**src/rtl/seg7_status_pager.sv**
```systemverilog
// seg7_status_pager
//   Multi-channel status display engine. Shows one of NUM_CH packed binary
//   status values at a time, in decimal, on DIGITS active-low seven-segment
//   displays. A sequential double-dabble engine (LOAD, VAL_W x SHIFT, DONE)
//   refreshes the display continuously. A debounced key pulse on i_next
//   pages to the next channel and restarts the conversion.
//
// Ports
//   i_clk    system clock
//   i_rst_n  asynchronous active-low reset
//   i_val    NUM_CH*VAL_W packed values, channel k at [k*VAL_W +: VAL_W]
//   i_next   one-cycle page-advance pulse
//   o_seven  DIGITS*7 segments, digit d at [d*7 +: 7], gfedcba active-low
//   o_page   displayed channel index
//   o_valid  high once the first conversion has completed since reset
//
// Configuration macro
//   SEG7_PAGER_BLANK_EN  leading-zero blanking (digit 0 always shows a numeral)
module seg7_status_pager #(
    parameter int unsigned NUM_CH = 4,
    parameter int unsigned VAL_W  = 8,
    parameter int unsigned DIGITS = 4
) (
    input  logic                                           i_clk,
    input  logic                                           i_rst_n,
    input  logic [NUM_CH*VAL_W-1:0]                        i_val,
    input  logic                                           i_next,
    output logic [DIGITS*7-1:0]                            o_seven,
    output logic [((NUM_CH > 1) ? $clog2(NUM_CH) : 1)-1:0] o_page,
    output logic                                           o_valid
);

    function automatic logic [31:0] pow10(input int unsigned n);
        logic [31:0] r;
        r = 32'd1;
        for (int unsigned i = 0; i < n; i++) begin
            r = r * 32'd10;
        end
        return r;
    endfunction

    function automatic logic [6:0] seg_of(input logic [3:0] nib);
        logic [6:0] s;
        case (nib)
            4'd0:    s = 7'b1000000;
            4'd1:    s = 7'b1111001;
            4'd2:    s = 7'b0100100;
            4'd3:    s = 7'b0110000;
            4'd4:    s = 7'b0011001;
            4'd5:    s = 7'b0010010;
            4'd6:    s = 7'b0000010;
            4'd7:    s = 7'b1111000;
            4'd8:    s = 7'b0000000;
            4'd9:    s = 7'b0010000;
            default: s = 7'b1111111;
        endcase
        return s;
    endfunction

    localparam int unsigned PAGE_W   = (NUM_CH > 1) ? $clog2(NUM_CH) : 1;
    localparam int unsigned CNT_W    = (VAL_W > 1) ? $clog2(VAL_W) : 1;
    localparam int unsigned BCD_W    = 4 * DIGITS;
    localparam logic [31:0] MAX_DISP = pow10(DIGITS) - 32'd1;
    localparam logic [6:0]  SEG_BLANK = 7'b1111111;
    localparam logic [6:0]  SEG_DASH  = 7'b0111111;

    typedef enum logic [1:0] {
        LOAD,
        SHIFT,
        DONE
    } state_t;

    state_t             state;
    logic [VAL_W-1:0]   shreg;
    logic [BCD_W-1:0]   bcd;
    logic               ovf;
    logic [CNT_W-1:0]   cnt;

    logic [VAL_W-1:0]    ch_sel;
    logic [BCD_W-1:0]    bcd_adj;
    logic [DIGITS*7-1:0] seg_next;
    logic [PAGE_W-1:0]   page_inc;

    // Channel mux on the currently displayed page.
    always_comb begin
        ch_sel = '0;
        for (int unsigned k = 0; k < NUM_CH; k++) begin
            if (o_page == PAGE_W'(k)) begin
                ch_sel = i_val[k*VAL_W +: VAL_W];
            end
        end
    end

    always_comb begin
        if (o_page == PAGE_W'(NUM_CH - 1)) begin
            page_inc = '0;
        end else begin
            page_inc = o_page + 1'b1;
        end
    end

    // Double-dabble correction: any nibble >= 5 gets +3 before the shift.
    always_comb begin
        bcd_adj = bcd;
        for (int unsigned d = 0; d < DIGITS; d++) begin
            if (bcd[d*4 +: 4] >= 4'd5) begin
                bcd_adj[d*4 +: 4] = bcd[d*4 +: 4] + 4'd3;
            end
        end
    end

    // Segment codes for the finished BCD word, scanned from the top digit
    // down so that leading zeros can be recognised when blanking is built in.
`ifdef SEG7_PAGER_BLANK_EN
    logic lead;
`endif
    always_comb begin
        seg_next = '1;
`ifdef SEG7_PAGER_BLANK_EN
        lead = 1'b1;
`endif
        for (int unsigned i = 0; i < DIGITS; i++) begin
            if (ovf) begin
                seg_next[(DIGITS-1-i)*7 +: 7] = SEG_DASH;
            end else begin
`ifdef SEG7_PAGER_BLANK_EN
                if (bcd[(DIGITS-1-i)*4 +: 4] != 4'd0) begin
                    lead = 1'b0;
                end
                if (lead && (i != DIGITS - 1)) begin
                    seg_next[(DIGITS-1-i)*7 +: 7] = SEG_BLANK;
                end else begin
                    seg_next[(DIGITS-1-i)*7 +: 7] = seg_of(bcd[(DIGITS-1-i)*4 +: 4]);
                end
`else
                seg_next[(DIGITS-1-i)*7 +: 7] = seg_of(bcd[(DIGITS-1-i)*4 +: 4]);
`endif
            end
        end
    end

    always_ff @(posedge i_clk or negedge i_rst_n) begin
        if (!i_rst_n) begin
            state   <= LOAD;
            shreg   <= '0;
            bcd     <= '0;
            ovf     <= 1'b0;
            cnt     <= '0;
            o_seven <= '1;
            o_page  <= '0;
            o_valid <= 1'b0;
        end else if (i_next) begin
            // A page request aborts whatever is in flight (including a DONE
            // in this very cycle) so the display only ever jumps straight
            // from the old channel to the new one.
            o_page <= page_inc;
            state  <= LOAD;
        end else begin
            case (state)
                LOAD: begin
                    shreg <= ch_sel;
                    bcd   <= '0;
                    ovf   <= (32'(ch_sel) > MAX_DISP);
                    cnt   <= CNT_W'(VAL_W - 1);
                    state <= SHIFT;
                end
                SHIFT: begin
                    // BCD bits carried out of the top are dropped; ovf
                    // already flags every value that would need them.
                    bcd   <= {bcd_adj[BCD_W-2:0], shreg[VAL_W-1]};
                    shreg <= shreg << 1;
                    if (cnt == '0) begin
                        state <= DONE;
                    end else begin
                        cnt <= cnt - 1'b1;
                    end
                end
                DONE: begin
                    o_seven <= seg_next;
                    o_valid <= 1'b1;
                    state   <= LOAD;
                end
                default: state <= LOAD;
            endcase
        end
    end

endmodule

```
**config.mk**
```make
export PLATFORM = sky130hd
export DESIGN_NAME = seg7_status_pager
export DESIGN_NICKNAME = d
export VERILOG_FILES = /design/src/rtl/seg7_status_pager.sv
export SDC_FILE = /design/constraint.sdc
export NUM_CORES = 1
export LEC_CHECK = 0
export BUFFER_PORTS_ARGS = -buffer_cell sky130_fd_sc_hd__buf_2
export CAP_MARGIN = 20
export CORE_MARGIN = 1.5
export CORE_UTILIZATION = 56
export CTS_CLUSTER_SIZE = 40
export DETAILED_ROUTE_END_ITERATION = 8
export PLACE_DENSITY = 0.8
export SLEW_MARGIN = 20
export SYNTH_ARGS = -nofsm -noshare
export SYNTH_HDL_FRONTEND = slang
export SYNTH_SLANG_ARGS = --single-unit
```
**constraint.sdc**
```tcl
create_clock -name i_clk -period 1.9 [get_ports i_clk]
set_input_delay 0.57 -clock i_clk [delete_from_list [all_inputs] [get_ports i_clk]]
set_output_delay 0.57 -clock i_clk [all_outputs]
set_load 0.02 [all_outputs]
```
==> results.py, run 1 <==
metrics = {
    "status": {
        "status": "completed",
    },
    "global_route": {
        "grt_pass1_wl_mm": 12.56,
        "first_global_vias": 2742,
        "antenna_found_initial": 0,
        "grt_usage_pct": 22.24,
        "grt_start_max_net_pins": 47,
        "overflow": 0,
    },
    "sta": {
        "worst_slew_pin_slew_ns": 0.5589,
        "min_period_ns": 1.738,
        "hold_viol": 0,
        "relSlewSlack_pct": 62.74,
        "max_freq_mhz": 575.4,
        "fin_skew_ns": 0.01348,
        "setup_slack_ns": 0.1620,
        "hold_slack_ns": 0.1445,
        "finalCritPeriodShare_pct": 91.47,
        "finalSetupTns_ns": 0,
        "report.final.slew_viol_count": 0,
        "rsz0062_at_grt": "no",
        "finalSetupViolations": 0,
    },
    "place": {
        "pre_cts_ws_ns": 0.1385,
        "hpwl_mm": 5.045,
        "place_congestion": 0.8065,
        "io_buffers": 65,
    },
    "yosys": {
        "synth_ff_type": "dfrtp_1",
        "synth.top_cell.area_share_pct": 22.24,
        "syn_nets": 467,
        "ys_warn_count": 0,
        "syn_inst": 406,
        "synthArstFlopShare_pct": 100.0,
        "synthesis.area_um2": 3601,
        "synth_area_leaders": "dfrtp_1, dfstp_2, ha_1",
        "synth_top_cell_by_area": "dfrtp_1",
        "synth_seq_cells": 60,
        "ys_types": 42,
        "syn_avg_cell_area_um2": 8.869,
        "synth-edff-count": 0,
        "yosysSeqAreaShare_pct": 42.67,
    },
    "floorplan": {
        "rows": 29,
        "dieHeight_um": 83.19,
        "initial_core_util_pct": 57.36,
        "boundaryPins": 66,
        "die_area_um2": 6921,
        "coreArea_um2": 6277,
        "die_w_um": 83.19,
    },
    "drt": {
        "dr.pass1.iters": 4,
        "vias": 3020,
        "drtIter0Drc": 182,
        "wirelength_mm": 7.275,
        "ant_nets": 0,
        "wl_per_cell_um": 13.45,
        "drc_errors": 0,
        "vias_per_cell": 5.582,
    },
    "cells_and_area": {
        "antennaDiodeCount": 0,
        "nets": 520,
        "drive_above_1_share_pct": 26.29,
        "area_growth_pct": 15.64,
    },
    "setup_path": {
        "reg2reg_from": "o_page[0]$_DFFE_PN0P_",
        "reg2reg_to": "shreg[7]$_DFFE_PN0P_",
        "worstSetupEndpointType": "flop",
        "worstPathMaxFanout": 6,
        "critPathSlowestCell": "dfrtp_1",
        "cp_cell_sequence": "inv_1 -> ha_1 -> nor2b_1 -> a221oi_1 -> a211o_1 -> a31oi_1",
        "slowest_delay_ns": 0.42,
        "arrival_ns": 2.00,
        "start_kind": "flop",
        "required_ns": 2.17,
        "rrSetupSlack_ns": 0.16,
        "r2r_cells": 6,
        "critical_path_class": "reg2reg",
    },
    "pwr": {
        "pwr_density_cell_nw_per_um2": 1037,
        "power_mw": 4.319,
        "leakagePower_nw": 1.895,
        "ir_worst_vdd_mv": 0.8657,
    },
    "min_path": {
        "hold_class": "in2async",
    },
    "run": {
        "maxCapViolCount": 0,
    },
    "clock_network": {
        "htreeDepth": 3,
        "cts.path.max_buffers": 2,
        "clkTransAtPathRegs_ns": 0.07,
        "clock_latency_ns": 0.35,
        "tritoncts_num_sinks": 60,
        "cts_made_buffers": 9,
        "cts_hold_buf": 0,
        "cts_tree": "built",
        "cts-root-buf": "clkbuf_8",
    },
}
==> how the worst max path moves through the flow <==
stage          slack, ns                   from  cells after the start                   end
2_1_floorplan       0.22  o_page[0]$_DFFE_PN0P_                      7  shreg[1]$_DFFE_PN0P_
3_3_place_gp        0.19                 i_next                      4  shreg[6]$_DFFE_PN0P_
3_5_place_dp        0.14                 i_next                      4  shreg[6]$_DFFE_PN0P_
4_1_cts             0.15  o_page[1]$_DFFE_PN0P_                      6  shreg[5]$_DFFE_PN0P_
5_1_grt             0.03  o_page[0]$_DFFE_PN0P_                      6  shreg[7]$_DFFE_PN0P_
6_report            0.16  o_page[0]$_DFFE_PN0P_                      6  shreg[7]$_DFFE_PN0P_
==> worst max-delay path: cells and delay by family, from the launching register on <==
kind                     cells  cell delay [ns]
buffers and inverters        1             0.13
adder cells (fa/ha/maj)      1             0.29
flip-flops                   1             0.42
AND/OR/NAND/NOR              1             0.25
AO/OA/AOI/OAI                3             0.57
==> state kept, by name (all words and copies together), names as in the netlist <==
register and flops:
state 2, o_seven 28, o_page 2, bcd 16
shreg 8, cnt 3, o_valid 1
==> placed cells by master (no fill, tap or decap), types with 4 or more instances in the layout <==
cell      instances
nor2_1           17
a22o_1            5
a22oi_1           7
a21oi_1          38
buf_2            65
a221oi_1          4
o31ai_1           5
o21ai_0          52
nand3b_1          8
dfrtp_1          32
dfstp_2          28
xnor2_1           7
o22ai_1          12
mux2i_1           6
ha_1             25
a31oi_1           4
nand2b_1         13
buf_4             5
clkbuf_8         12
nand2_1          50
inv_1            31
==> routing by layer <==
metal | track usage [%] | routed length, µm
met5 | 0 | 0
met4 | 10.76 | 134
met3 | 4.672 | 344
met2 | 34.15 | 3331
met1 | 30.13 | 3464
==> report_power, final <==
group / leakage [nW] / switching, mW / internal (mW)
logic: 1.10 / 0.821 / 0.649
clock network: 0.104 / 0.482 / 0.715
registers: 0.692 / 0.206 / 1.45
total: 1.89 / 1.51 / 2.81
==> Yosys cell counts (3+ instances only) <==
master / number
buf_6: 4
o31ai_1: 5
buf_2: 4
mux2i_1: 6
a31oi_1: 4
dfrtp_1: 32
nand2b_1: 13
a21oi_1: 38
a22o_1: 5
a211o_1: 3
ha_1: 26
clkbuf_1: 20
mux2_2: 3
inv_1: 31
nor2_1: 18
o21ai_0: 52
nand2_1: 50
nand3b_1: 8
o22ai_1: 12
xnor2_1: 7
a221oi_1: 4
dfstp_2: 28
a22oi_1: 7
==> area by class of cell <==
cell class                      instances  area [µm²]
Inverter                               31       116.4
Multi-Input combinational cell        285        1805
Clock buffer                           15       176.4
Timing Repair Buffer                   72       402.9
Fill cell                             502        2113
Clock inverter                          1       30.03
Tap cell                               77       96.34
Sequential cell                        60        1536
==> cells by family (layout without fill, tap and decap cells) <==
group           count (synthesis)  in the layout  synth area share [%]
mux                             9              9                 2.606
compound gates                138            138                 22.62
fa+ha+maj                      26             26                 9.034
simple gates                  104            104                 13.79
xor+xnor                        8              8                 1.946
buf+inv                        61            119                 7.331
flops                          60             60                 42.67
==> stage by stage <==
| stage | cells | instance area, µm² | utilization, % |
|---|---|---|---|
| after floorplan | 406 | 3601 | - |
| after global placement | 525 | 3955 | 63.01 |
| after detailed placement | 525 | 3955 | 63.01 |
| after CTS | 541 | 4161 | 66.29 |
| after global routing | 541 | 4164 | 66.33 |
| final | 541 | 4164 | 66.33 |
==> what timing repair did <==
| item | in CTS | in global routing |
|---|---|---|
| setup endpoints to repair | 0 | 3 |
| buffers inserted | 0 | 0 |
| gates resized for setup | 0 | 1 |
No activity file was read; power rests on OpenSTA's default activity.
==> run 2: changes to the inputs <==
--- a/config.mk
+++ b/config.mk
@@ -14,2 +14,3 @@
 export PLACE_DENSITY = 0.8
+export SETUP_SLACK_MARGIN = 0.05
 export SLEW_MARGIN = 20
--- a/constraint.sdc
+++ b/constraint.sdc
@@ -3,2 +3,2 @@
 set_output_delay 0.57 -clock i_clk [all_outputs]
-set_load 0.02 [all_outputs]
+set_load 0.005 [all_outputs]
==> results.py, run 2 (same netlist as run 1, synthesis figures left out) <==
metrics = {
    "cells_and_area": {
        "final_common_cell": "buf_2",
        "largest_register": "o_seven",
        "top_regs": "o_seven (28), bcd (16), shreg (8)",
        "largest_register_ffs": 28,
        "area_growth_pct": 15.71,
        "final_cell_mix": "buf_2, o21ai_0, nand2_1",
        "drive_above_1_share_pct": 26.51,
        "nets": 520,
        "fin_util_pct": 66.37,
        "antennaDiodeCount": 0,
        "fillers": 503,
    },
    "clock_network": {
        "cts_made_buffers": 9,
        "cts.path.max_buffers": 2,
        "clock_latency_ns": 0.35,
        "cts-root-buf": "clkbuf_8",
        "cts_tree": "built",
        "htreeDepth": 3,
        "clkTransAtPathRegs_ns": 0.07,
        "cts_hold_buf": 0,
        "post_cts_buffers": 0,
        "cts_resized": 0,
        "tritoncts_num_sinks": 60,
    },
    "setup_path": {
        "critical_path_class": "reg2reg",
        "required_ns": 2.13,
        "start_kind": "flop",
        "reg2reg_from": "bcd[5]$_DFFE_PN0P_",
        "reg2reg_to": "bcd[6]$_DFFE_PN0P_",
        "crit_top_cell": "a21oi_1",
        "critPathLaunch": "bcd[5]$_DFFE_PN0P_",
        "slowest_delay_ns": 0.46,
        "worstSetupEndpointType": "flop",
        "arrival_ns": 1.95,
        "rrSetupSlack_ns": 0.19,
        "cp_cell_sequence": "inv_1 -> ha_1 -> nand2b_1 -> a21oi_1 -> a21oi_1 -> a22o_1",
        "r2r_cells": 6,
        "critPathSlowestCell": "dfrtp_1",
        "worstPathMaxFanout": 6,
    },
    "global_route": {
        "grt_start_max_net_pins": 47,
        "grt_usage_pct": 22.24,
        "use_met1_pct": 30.13,
        "use_met3_pct": 4.672,
        "grtUsageMet2_pct": 34.15,
        "antenna_found_initial": 0,
        "top_usage_layer": "met2",
        "overflow": 0,
        "first_global_vias": 2742,
        "grt_pass1_wl_mm": 12.56,
    },
    "drt": {
        "ant_nets": 0,
        "dr.pass1.iters": 5,
        "vias_per_cell": 5.567,
        "wl_per_cell_um": 13.48,
        "drc_errors": 0,
        "vias": 3012,
        "wirelength_mm": 7.294,
        "drtIter0Drc": 177,
    },
    "floorplan": {
        "dieHeight_um": 83.19,
        "initial_core_util_pct": 57.36,
        "rows": 29,
        "die_w_um": 83.19,
        "die_area_um2": 6921,
        "boundaryPins": 66,
        "coreArea_um2": 6277,
    },
    "pwr": {
        "pwr_density_cell_nw_per_um2": 1032,
        "leakagePower_nw": 1.893,
        "ir_worst_vdd_mv": 0.8752,
    },
    "sta": {
        "fin_skew_ns": 0.01353,
        "hold_viol": 0,
        "finalCritPeriodShare_pct": 90.12,
        "rsz0062_at_grt": "no",
        "max_freq_mhz": 584.0,
        "report.final.slew_viol_count": 0,
        "finalSetupViolations": 0,
        "min_period_ns": 1.712,
        "relSlewSlack_pct": 62.49,
        "worst_slew_pin_slew_ns": 0.5626,
        "finalSetupTns_ns": 0,
        "setup_slack_ns": 0.1877,
    },
    "run": {
        "maxCapViolCount": 0,
    },
    "min_path": {
        "hold_class": "in2async",
    },
    "place": {
        "io_buffers": 65,
        "pre_cts_ws_ns": 0.1385,
        "hpwl_mm": 5.045,
        "place_congestion": 0.8065,
    },
    "status": {
        "status": "completed",
    },
}
-- run 2: cell types whose count changed in the layout (fill, tap and decap cells not counted) --
| cell | delta |
|---|---|
| ha_1 | -1 |
| ha_2 | +1 |
-- run 2: how the worst max path moves through the flow --
stage,end,slack [ns],cells after the start
3_3_place_gp,shreg[6]$_DFFE_PN0P_,0.19,4
6_report,bcd[6]$_DFFE_PN0P_,0.19,6
5_1_grt,shreg[7]$_DFFE_PN0P_,0.07,5
3_5_place_dp,shreg[6]$_DFFE_PN0P_,0.14,4
4_1_cts,shreg[5]$_DFFE_PN0P_,0.15,6
2_1_floorplan,o_seven[8]$_DFFE_PN1P_,0.28,5
-- run 2: critical path, delay by kind of cell, from the launching register on --
kind,cells,cell delay [ns]
buffers and inverters,1,0.17
AOI/OAI and AO/OA,3,0.56
adders and majority gates,1,0.23
and+or+nand+nor,1,0.18
DFF,1,0.46
-- run 2: report_power, final --
part | switching (mW) | internal, mW | leakage, nW
sequential | 0.205 | 1.45 | 0.692
clock | 0.483 | 0.716 | 0.104
combinational | 0.798 | 0.653 | 1.10
total | 1.49 | 2.81 | 1.89
-- run 2: final cells by class --
type,count,area [µm²],area share [%]
sequential,60,1536,36.88
multi-input combinational,285,1808,43.39
clock inverter,1,30.03,0.7207
clock buffer,15,176.4,4.234
timing repair buffer,72,402.9,9.670
inverter,31,116.4,2.793
tap,77,96.34,2.312
-- run 2: metal layers --
metal	wire length (µm)	share of wire, %
met5	0	0
met4	157	2.2
met3	298	4.1
met2	3295	45
met1	3543	49
-- run 2: metrics by stage --
stage | cell area, µm² | hold WS, ns | total power [mW] | instances
6_report | 4167 | 0.1444 | 4.301 | 541
5_1_grt | 4167 | 0.1575 | 4.605 | 541
4_1_cts | 4161 | 0.1493 | 4.302 | 541
3_5_place_dp | 3955 | 0.4443 | 3.082 | 525
3_3_place_gp | 3955 | 0.4425 | 3.024 | 525
2_1_floorplan | 3601 | 0.2744 | 2.739 | 406
